### config.mk
export PLATFORM = sky130hd
export DESIGN_NAME = i2c_arbiter
export DESIGN_NICKNAME = d
export VERILOG_FILES = /design/src/rtl/i2c_arbiter.sv
export SDC_FILE = /design/constraint.sdc
export NUM_CORES = 1
export LEC_CHECK = 0
export CAP_MARGIN = 20
export CORE_ASPECT_RATIO = 1.5
export CORE_UTILIZATION = 40
export CTS_CLUSTER_SIZE = 20
export DETAILED_ROUTE_END_ITERATION = 6
export PLACE_DENSITY = 0.82
export SLEW_MARGIN = 25
export SYNTH_ARGS = -nofsm -noshare
export SYNTH_HDL_FRONTEND = slang
export SYNTH_SLANG_ARGS = --single-unit
### constraint.sdc
create_clock -name CLK -period 2.1 [get_ports CLK]
set_input_delay 0.42 -clock CLK [delete_from_list [all_inputs] [get_ports CLK]]
set_output_delay 0.42 -clock CLK [all_outputs]
set_load 0.01 [all_outputs]
### src/rtl/i2c_arbiter.sv
// rtl/i2c_arbiter.sv - two-requester round-robin front end for a single I2C controller
// One transaction outstanding at a time; a saturating watchdog bounds each controller phase.
module i2c_arbiter #(
  parameter int DATA_BITS = 8,
  parameter int ADDR_BITS = 7,
  parameter int TIMEOUT   = 2_000_000
) (
  input  logic                 CLK,
  input  logic                 RST,
  input  logic                 REQ0_VALID,
  input  logic [ADDR_BITS-1:0] REQ0_ADDR,
  input  logic                 REQ0_RW,
  input  logic [DATA_BITS-1:0] REQ0_DATA,
  output logic                 REQ0_READY,
  input  logic                 REQ1_VALID,
  input  logic [ADDR_BITS-1:0] REQ1_ADDR,
  input  logic                 REQ1_RW,
  input  logic [DATA_BITS-1:0] REQ1_DATA,
  output logic                 REQ1_READY,
  output logic                 RSP0_VALID,
  output logic [DATA_BITS-1:0] RSP0_DATA,
  output logic                 RSP0_ERR,
  output logic                 RSP1_VALID,
  output logic [DATA_BITS-1:0] RSP1_DATA,
  output logic                 RSP1_ERR,
  output logic [ADDR_BITS-1:0] C_IADDR,
  output logic [DATA_BITS-1:0] C_IDATA,
  output logic                 C_I_RW,
  output logic                 C_IDRDY,
  input  logic                 C_BUSY,
  input  logic                 C_ODRDY,
  input  logic [DATA_BITS-1:0] C_ODATA
);

  localparam int WD_BITS = $clog2(TIMEOUT + 1);

  typedef enum logic [2:0] {
    IDLE,
    ISSUE,
    WAIT_START,
    WAIT_DONE,
    RESPOND
  } state_t;

  state_t               state;
  state_t               state_nxt;
  logic [WD_BITS-1:0]   wdog;
  logic [WD_BITS-1:0]   wdog_inc;
  logic                 wd_expired;
  logic                 last_grant;
  logic                 grant_id;
  logic                 grant_sel;
  logic                 grant_fire;
  logic                 done_evt;
  logic [ADDR_BITS-1:0] cmd_addr;
  logic [DATA_BITS-1:0] cmd_data;
  logic                 cmd_rw;
  logic [DATA_BITS-1:0] rsp_data;
  logic                 rsp_err;

  // Round-robin: on a tie the requester not served last wins.
  always_comb begin
    grant_sel = 1'b0;
    if (REQ0_VALID && REQ1_VALID) begin
      grant_sel = ~last_grant;
    end else if (REQ1_VALID) begin
      grant_sel = 1'b1;
    end
    grant_fire = (state == IDLE) && !C_BUSY && (REQ0_VALID || REQ1_VALID);
  end

  always_comb begin
    wdog_inc   = (wdog == WD_BITS'(TIMEOUT)) ? wdog : wdog + WD_BITS'(1);
    wd_expired = (wdog >= WD_BITS'(TIMEOUT - 1));
    done_evt   = 1'b0;
    if (state == WAIT_START) begin
      done_evt = C_BUSY;
    end else if (state == WAIT_DONE) begin
      done_evt = cmd_rw ? C_ODRDY : !C_BUSY;
    end
  end

  always_ff @(posedge CLK or posedge RST) begin
    if (RST) begin
      state <= IDLE;
    end else begin
      state <= state_nxt;
    end
  end

  always_comb begin
    state_nxt = state;
    case (state)
      IDLE:       if (grant_fire) state_nxt = ISSUE;
      ISSUE:      state_nxt = WAIT_START;
      WAIT_START: begin
        if (done_evt) begin
          state_nxt = WAIT_DONE;
        end else if (wd_expired) begin
          state_nxt = RESPOND;
        end
      end
      WAIT_DONE:  if (done_evt || wd_expired) state_nxt = RESPOND;
      RESPOND:    state_nxt = IDLE;
      default:    state_nxt = IDLE;
    endcase
  end

  // Command, grant and response registers; completion outranks a same-cycle watchdog expiry.
  always_ff @(posedge CLK or posedge RST) begin
    if (RST) begin
      wdog       <= '0;
      last_grant <= 1'b1;
      grant_id   <= 1'b0;
      cmd_addr   <= '0;
      cmd_data   <= '0;
      cmd_rw     <= 1'b0;
      rsp_data   <= '0;
      rsp_err    <= 1'b0;
    end else begin
      case (state)
        IDLE: begin
          if (grant_fire) begin
            grant_id   <= grant_sel;
            last_grant <= grant_sel;
            cmd_addr   <= grant_sel ? REQ1_ADDR : REQ0_ADDR;
            cmd_data   <= grant_sel ? REQ1_DATA : REQ0_DATA;
            cmd_rw     <= grant_sel ? REQ1_RW : REQ0_RW;
          end
        end
        ISSUE: begin
          wdog     <= '0;
          rsp_data <= '0;
          rsp_err  <= 1'b0;
        end
        WAIT_START: begin
          if (done_evt) begin
            wdog <= '0;
          end else begin
            wdog <= wdog_inc;
            if (wd_expired) begin
              rsp_data <= '0;
              rsp_err  <= 1'b1;
            end
          end
        end
        WAIT_DONE: begin
          wdog <= wdog_inc;
          if (done_evt) begin
            rsp_data <= cmd_rw ? C_ODATA : '0;
            rsp_err  <= 1'b0;
          end else if (wd_expired) begin
            rsp_data <= '0;
            rsp_err  <= 1'b1;
          end
        end
        default: begin
        end
      endcase
    end
  end

  // READY is combinational with the grant, so it is masked while reset is held.
  always_comb begin
    REQ0_READY = grant_fire && !grant_sel && !RST;
    REQ1_READY = grant_fire && grant_sel && !RST;
    C_IDRDY    = (state == ISSUE);
    RSP0_VALID = (state == RESPOND) && !grant_id;
    RSP1_VALID = (state == RESPOND) && grant_id;
    RSP0_DATA  = RSP0_VALID ? rsp_data : '0;
    RSP1_DATA  = RSP1_VALID ? rsp_data : '0;
    RSP0_ERR   = RSP0_VALID && rsp_err;
    RSP1_ERR   = RSP1_VALID && rsp_err;
    C_IADDR    = cmd_addr;
    C_IDATA    = cmd_data;
    C_I_RW     = cmd_rw;
  end

endmodule

Yosys cells after proc, flatten, opt, wreduce, memory -nomap -nowiden
Index checks and enable logic that the tools add are counted.
{ "classes": {"addsub": 1, "n_reduce_logical": 22, "n_bitwise": 1, "order_cmp": 1, "n_eq_ne": 9, "n_mux": 27} }
{ "op_table": {"columns": ["op", "n"], "rows": [
  ["case mux 21 bit (3 select lines)", 1],
  ["two-way mux 8 bit", 7],
  ["two-way mux 21 bit", 2],
  ["case mux 8 bit (3 select lines)", 1],
  ["adder 21 x 1 -> 21 bit (second input constant)", 1],
  ["== test 21 bit (second input constant)", 1],
  ["greater-or-equal comparator 21 bit (second input constant)", 1],
  ["two-way mux 3 bit", 4],
  ["case mux 3 bit (4 select lines)", 1],
  ["logical AND 1 bit", 11],
  ["two-way mux 1 bit", 9],
  ["two-way mux 7 bit", 1],
  ["== test 3 x 2 -> 1 bit (second input constant)", 2],
  ["logical NOT 1 bit", 4],
  ["inequality test 2 bit (second input constant)", 2],
  ["AND reduction 2 bit", 2],
  ["== test 3 x 1 -> 1 bit (second input constant)", 1],
  ["== test 3 bit (second input constant)", 1],
  ["logical NOT 3 bit", 1],
  ["inequality test 3 bit (second input constant)", 1],
  ["case mux 1 bit (3 select lines)", 1],
  ["AND reduction 3 bit", 1],
  ["nonzero test 3 bit", 1],
  ["logical OR 1 bit", 2],
  ["other kinds (2)", 2]
]} }
{ "word_totals": {"regBits": 51, "elab_cells": 70} }

Depth between registers and ports, before layout
{ "depth": {"ltp_word": 7, "depth_mapped": 8} }

Worst setup path after synthesis
OpenSTA, ideal clock, no wires.
{ "synth_timing": {"path_type": "reg2out", "start": "reg state[2]", "end": "out REQ0_READY", "n_path_buf": 3, "t_arrival_ps": 1711, "slack_ps": -31, "stages_incl_launch_ff": 6, "path_cell_list": "dfrtp_1 clkbuf_1 or4_1 clkbuf_1 clkbuf_1 nor3_1"} }
{ "synth_via": {"elab_chain_cells": 5} }
{ "synth_rtl": {"columns": ["item", "line", "source"], "rows": [
  ["from (decl)", "45", "state_t state;"],
  ["from (signal assigned)", "87", "state <= state_nxt;"],
  ["logical NOT 3 bit", "69", "grant_fire = (state == IDLE) && !C_BUSY && (REQ0_VALID || REQ1_VALID);"],
  ["logical AND 1 bit (2 in series)", "69", null],
  ["logical AND 1 bit (2 in series)", "165", "REQ0_READY = grant_fire && !grant_sel && !RST;"],
  ["to (decl)", "14", "output logic REQ0_READY,"]
]} }
Every way passes these cells.

Final worst setup path
{ "layout_timing": {"start": "reg state[2]", "end": "out REQ1_READY"} }
{ "layout_via": {"elab_chain_cells": 5} }
{ "layout_rtl": {"columns": ["item", "line", "source"], "rows": [
  ["logical NOT 3 bit", "69", null],
  ["logical AND 1 bit (2 in series)", "69", null],
  ["logical AND 1 bit (2 in series)", "166", "REQ1_READY = grant_fire && grant_sel && !RST;"],
  ["to (decl)", "19", "output logic REQ1_READY,"]
]} }
Every way passes these cells.

==> results_tabular.tex <==
\begin{tabular}{lr}
\hline
Metric & Value \\
\hline
\multicolumn{2}{l}{\textbf{Power}} \\
Pint & approximately 2.5 mW \\
Worst VDD drop & slightly below 600 uV \\
Part of the power in combinational logic & $\sim$45\% \\
Final total power & slightly below 4 mW \\
Clock power frac & a little under a fifth \\
Cell area power density & 954.7 nW/um2 \\
Net switching share of the total power & a little over a third \\
Power share of the sequential group & between 30\% and 40\% \\
Leakage power total & about 1.9 nW \\
Switching pwr & between 1 and 1.5 mW \\
\multicolumn{2}{l}{\textbf{Final layout}} \\
Share of layout cells above drive strength 1 & between 20 and 25\% \\
Synthesis-to-finish area growth & 44.34\% \\
Fill cell count & $\sim$590 \\
Antenna cells & 0 \\
Final standard cell count with taps included and fillers excluded & between 400 and 500 \\
Final Net Count & between 400 and 500 \\
\multicolumn{2}{l}{\textbf{Placement}} \\
Setup Slack @ Placement & -589.2 ps \\
Number of port buffers & between 80 and 90 \\
Final weighted congestion in routability-driven placement & about 0.85 \\
Placed cell count & about 470 \\
Estimated wirelength of the detail-placed design & about 5.8 mm \\
\multicolumn{2}{l}{\textbf{Floorplanning}} \\
Area enclosed by the die boundary & $\sim$7400 um2 \\
Die width & about 71 um \\
Core footprint & approximately 6900 um2 \\
Number of top-level pins & 85 \\
Initial Util & around two fifths \\
Floorplan die height & about 110 um \\
Number of placement rows & 37 \\
\multicolumn{2}{l}{\textbf{Timing}} \\
Transition time at the pin with the least slew margin & roughly 500 ps \\
Final cycle utilization of the critical path & 100.3\% \\
Setup Skew & about 12 ps \\
Count of final max-slew check failures & 0 \\
Setup violation total in the final timing report & 1 \\
Hold slack final & between 400 and 500 ps \\
Max frequency & about 470 MHz \\
Final count of hold timing violations & 0 \\
Worst-case headroom to the max-slew limit & about two thirds \\
Total negative slack & -6.406 ps \\
Period minus WS final & $\sim$2100 ps \\
RSZ-0062 raised after global routing & true \\
Worst-case setup margin in the final layout & -6.406 ps \\
\multicolumn{2}{l}{\textbf{GRT}} \\
Overall overflow remaining after global route & 0 \\
Number of global-route vias before repair & 2,792 \\
Maximum number of pins on one net before global-route repair & 37 \\
Layer with the highest usage after global routing & met2 \\
Antenna violations before repair & 0 \\
First-pass GRT wire length & around 13 mm \\
Met2 capacity usage during global routing & a little under 40\% \\
Met3 track demand over resource in global routing & approximately 3.6\% \\
Aggregate global-route resource usage & about 22\% \\
Met1 layer usage reported by global route & a little under a quarter \\
\multicolumn{2}{l}{\textbf{Worst setup path}} \\
CP Data Required Time & 1680 ps \\
Family with the most delay on the worst path & simple AND/OR/NAND/NOR gates \\
Critical path arrival & 1690 ps \\
CP Launch Type & flip-flop \\
Cell type of the slowest stage on the worst timing path & sky130\_fd\_sc\_hd\_\_or4\_4 \\
Critical setup path kind & reg2out \\
Largest stage delay on the critical path & $\sim$550 ps \\
Endpoint kind of the worst setup timing path & output pin \\
Max FO, Critical Path & 2 \\
Ordered list of cells on the worst path & or4\_4, buf\_6, nor3\_4, buf\_2 \\
Count of buffering cells on the critical path with inverters included & 2 \\
\multicolumn{2}{l}{\textbf{CTS}} \\
Clock buffers created by TritonCTS & 5 \\
Max H-tree Level & 2 \\
Maximum number of buffers from clock root to sink & 2 \\
Worst-Skew Late Latency & slightly above 300 ps \\
Clock Pin Slew Worst Setup and Hold Paths & about 90 ps \\
Clock tree from TritonCTS & done \\
Clock root buffer master & sky130\_fd\_sc\_hd\_\_clkbuf\_8 \\
Clock tree sinks & 51 \\
Number of buffers inserted by hold repair at cts & 0 \\
\multicolumn{2}{l}{\textbf{Synth}} \\
Top\_reg\_cell synth & sky130\_fd\_sc\_hd\_\_dfrtp\_1 \\
Count of flip-flops with a built-in enable after synthesis & 0 \\
Number of nets produced by synthesis & approximately 340 \\
Synthesized flop and latch total & 51 \\
Instance count of the mapped netlist & 296 \\
Yosys warning count & 0 \\
Post-Syn Area per Cell & between 9 and 10 um2 \\
Leading post-synthesis cells by cell area & sky130\_fd\_sc\_hd\_\_dfrtp\_1, sky130\_fd\_sc\_hd\_\_mux2i\_1, sky130\_fd\_sc\_hd\_\_o21ai\_0, sky130\_fd\_sc\_hd\_\_nand2\_1, sky130\_fd\_sc\_hd\_\_and2\_1 \\
Share of flip-flops with an asynchronous set or reset & 100.0\% \\
Leading cell type by number of instances after synthesis & sky130\_fd\_sc\_hd\_\_dfrtp\_1 \\
Sequential cell area fraction in the yosys report & around 45\% \\
Share of Yosys cell area claimed by the top area cell type & between 40\% and 50\% \\
Cell area after synthesis & about 2800 um2 \\
Most common library cells after synthesis & sky130\_fd\_sc\_hd\_\_dfrtp\_1, sky130\_fd\_sc\_hd\_\_nand2\_1, sky130\_fd\_sc\_hd\_\_o21ai\_0, sky130\_fd\_sc\_hd\_\_and2\_1, sky130\_fd\_sc\_hd\_\_mux2i\_1 \\
Cell taking the most area after synthesis & sky130\_fd\_sc\_hd\_\_dfrtp\_1 \\
Cell variety after synth & 51 \\
\multicolumn{2}{l}{\textbf{Route}} \\
Final wirelength & $\sim$7.9 mm \\
Number of routed nets with antenna violations & 0 \\
1st-pass router iterations & 4 \\
Via count & 2,781 \\
Detailed-route DRC error count & 0 \\
Via density & between 5 and 6 \\
Drt initial violations & 140 \\
Per-cell routed wire length & approximately 16 um \\
\multicolumn{2}{l}{\textbf{Min path}} \\
HP Class & reg2reg \\
\multicolumn{2}{l}{\textbf{Outcome}} \\
Run status & complete, but fails checks \\
Violations in the final reports & setup timing \\
\multicolumn{2}{l}{\textbf{Job}} \\
Number of maximum-capacitance violations & 0 \\
\hline
\end{tabular}
## final timing paths
kind                          endpoint  slack, ps  cells past startpoint       start
max reg2reg                rsp_data[5]        120                      5    wdog[14]
min in group asynchronous   C_IADDR[5]        710                      4         RST
min reg2reg                 C_IDATA[4]        480                      2  C_IDATA[4]
min                         C_IDATA[4]        480                      2  C_IDATA[4]
max                         REQ1_READY         -6                      4    state[2]
max in group asynchronous     state[1]       1030                      4         RST
## state kept, by name, indices dropped and copies added, names as in the netlist
register,count
C_IADDR,7
grant_id,1
last_grant,1
wdog,21
rsp_data,8
C_I_RW,1
state,3
C_IDATA,8
rsp_err,1
## routing by layer
metal,part of all wire [%],wire length [um]
met1,37,2894
met4,5.6,439
met3,4.4,345
met5,0,0
met2,53,4229
## timing repair
action,CTS,global route
buffers inserted,10,1
gates resized for setup,65,27
endpoints found under the setup margin,23,30
pin swaps,4,3
## power by group through the flow
stage	Clock [mW]	Sequential, mW	Combinational [mW]
2_1_floorplan	0	1.47	0.776
3_3_place_gp	0	1.43	1.62
3_5_place_dp	0	1.44	1.66
4_1_cts	0.722	1.43	1.73
5_1_grt	0.761	1.47	1.89
6_report	0.708	1.44	1.75
## worst reg2reg max path: stages, from the launching register on
cell and delay, ps:
sky130_fd_sc_hd__dfrtp_1 440, sky130_fd_sc_hd__nor4b_4 390, sky130_fd_sc_hd__nand3_4 170, sky130_fd_sc_hd__o41ai_4 400, sky130_fd_sc_hd__o211ai_4 190, sky130_fd_sc_hd__a32o_1 290
## logic make-up after synthesis
| family | share of synthesized area [%] |
|---|---|
| simple gates | 24.23 |
| flops | 45.14 |
| fa+ha+maj | 0.8840 |
| mux | 6.366 |
| compound gates | 18.74 |
| buf+inv | 3.714 |
| xor+xnor | 0.9286 |
## layout make-up
type	instances	area (um2)	area share, %
clock buffer	6	82.58	2.021
tap	78	97.59	2.389
multi-input combinational	220	1486	36.39
inverter	10	37.54	0.9188
sequential	51	1279	31.30
timing repair buffer	126	1067	26.13
clock inverter	2	35.03	0.8576
## through the flow
step | utilization [%] | instance area (um2)
finish | 59.62 | 4085
global route | 59.62 | 4085
CTS | 59.90 | 4104
detailed placement | 57.41 | 3934
global placement | 57.41 | 3934
floorplan | - | 2830
## cells in the final DEF (no fill, tap or decap), drive strengths merged, types with 2 or more instances in the layout
master,count
a21oi,7
a31oi,4
a32o,8
and2,18
and3,5
buf,50
clkbuf,17
clkdlybuf4s15,2
clkdlybuf4s50,58
dfrtp,50
dlygate4sd2,5
ha,2
inv,10
mux2i,18
nand2,38
nand2b,2
nand3,13
nand4,4
nor2,17
nor3,5
nor4,2
nor4b,2
o2111ai,2
o211ai,7
o21a,3
o21ai,33
o31ai,3
o41ai,3
or3,5
or4,5
xor2,2
Note: power is estimated with default switching activity, not from simulation.
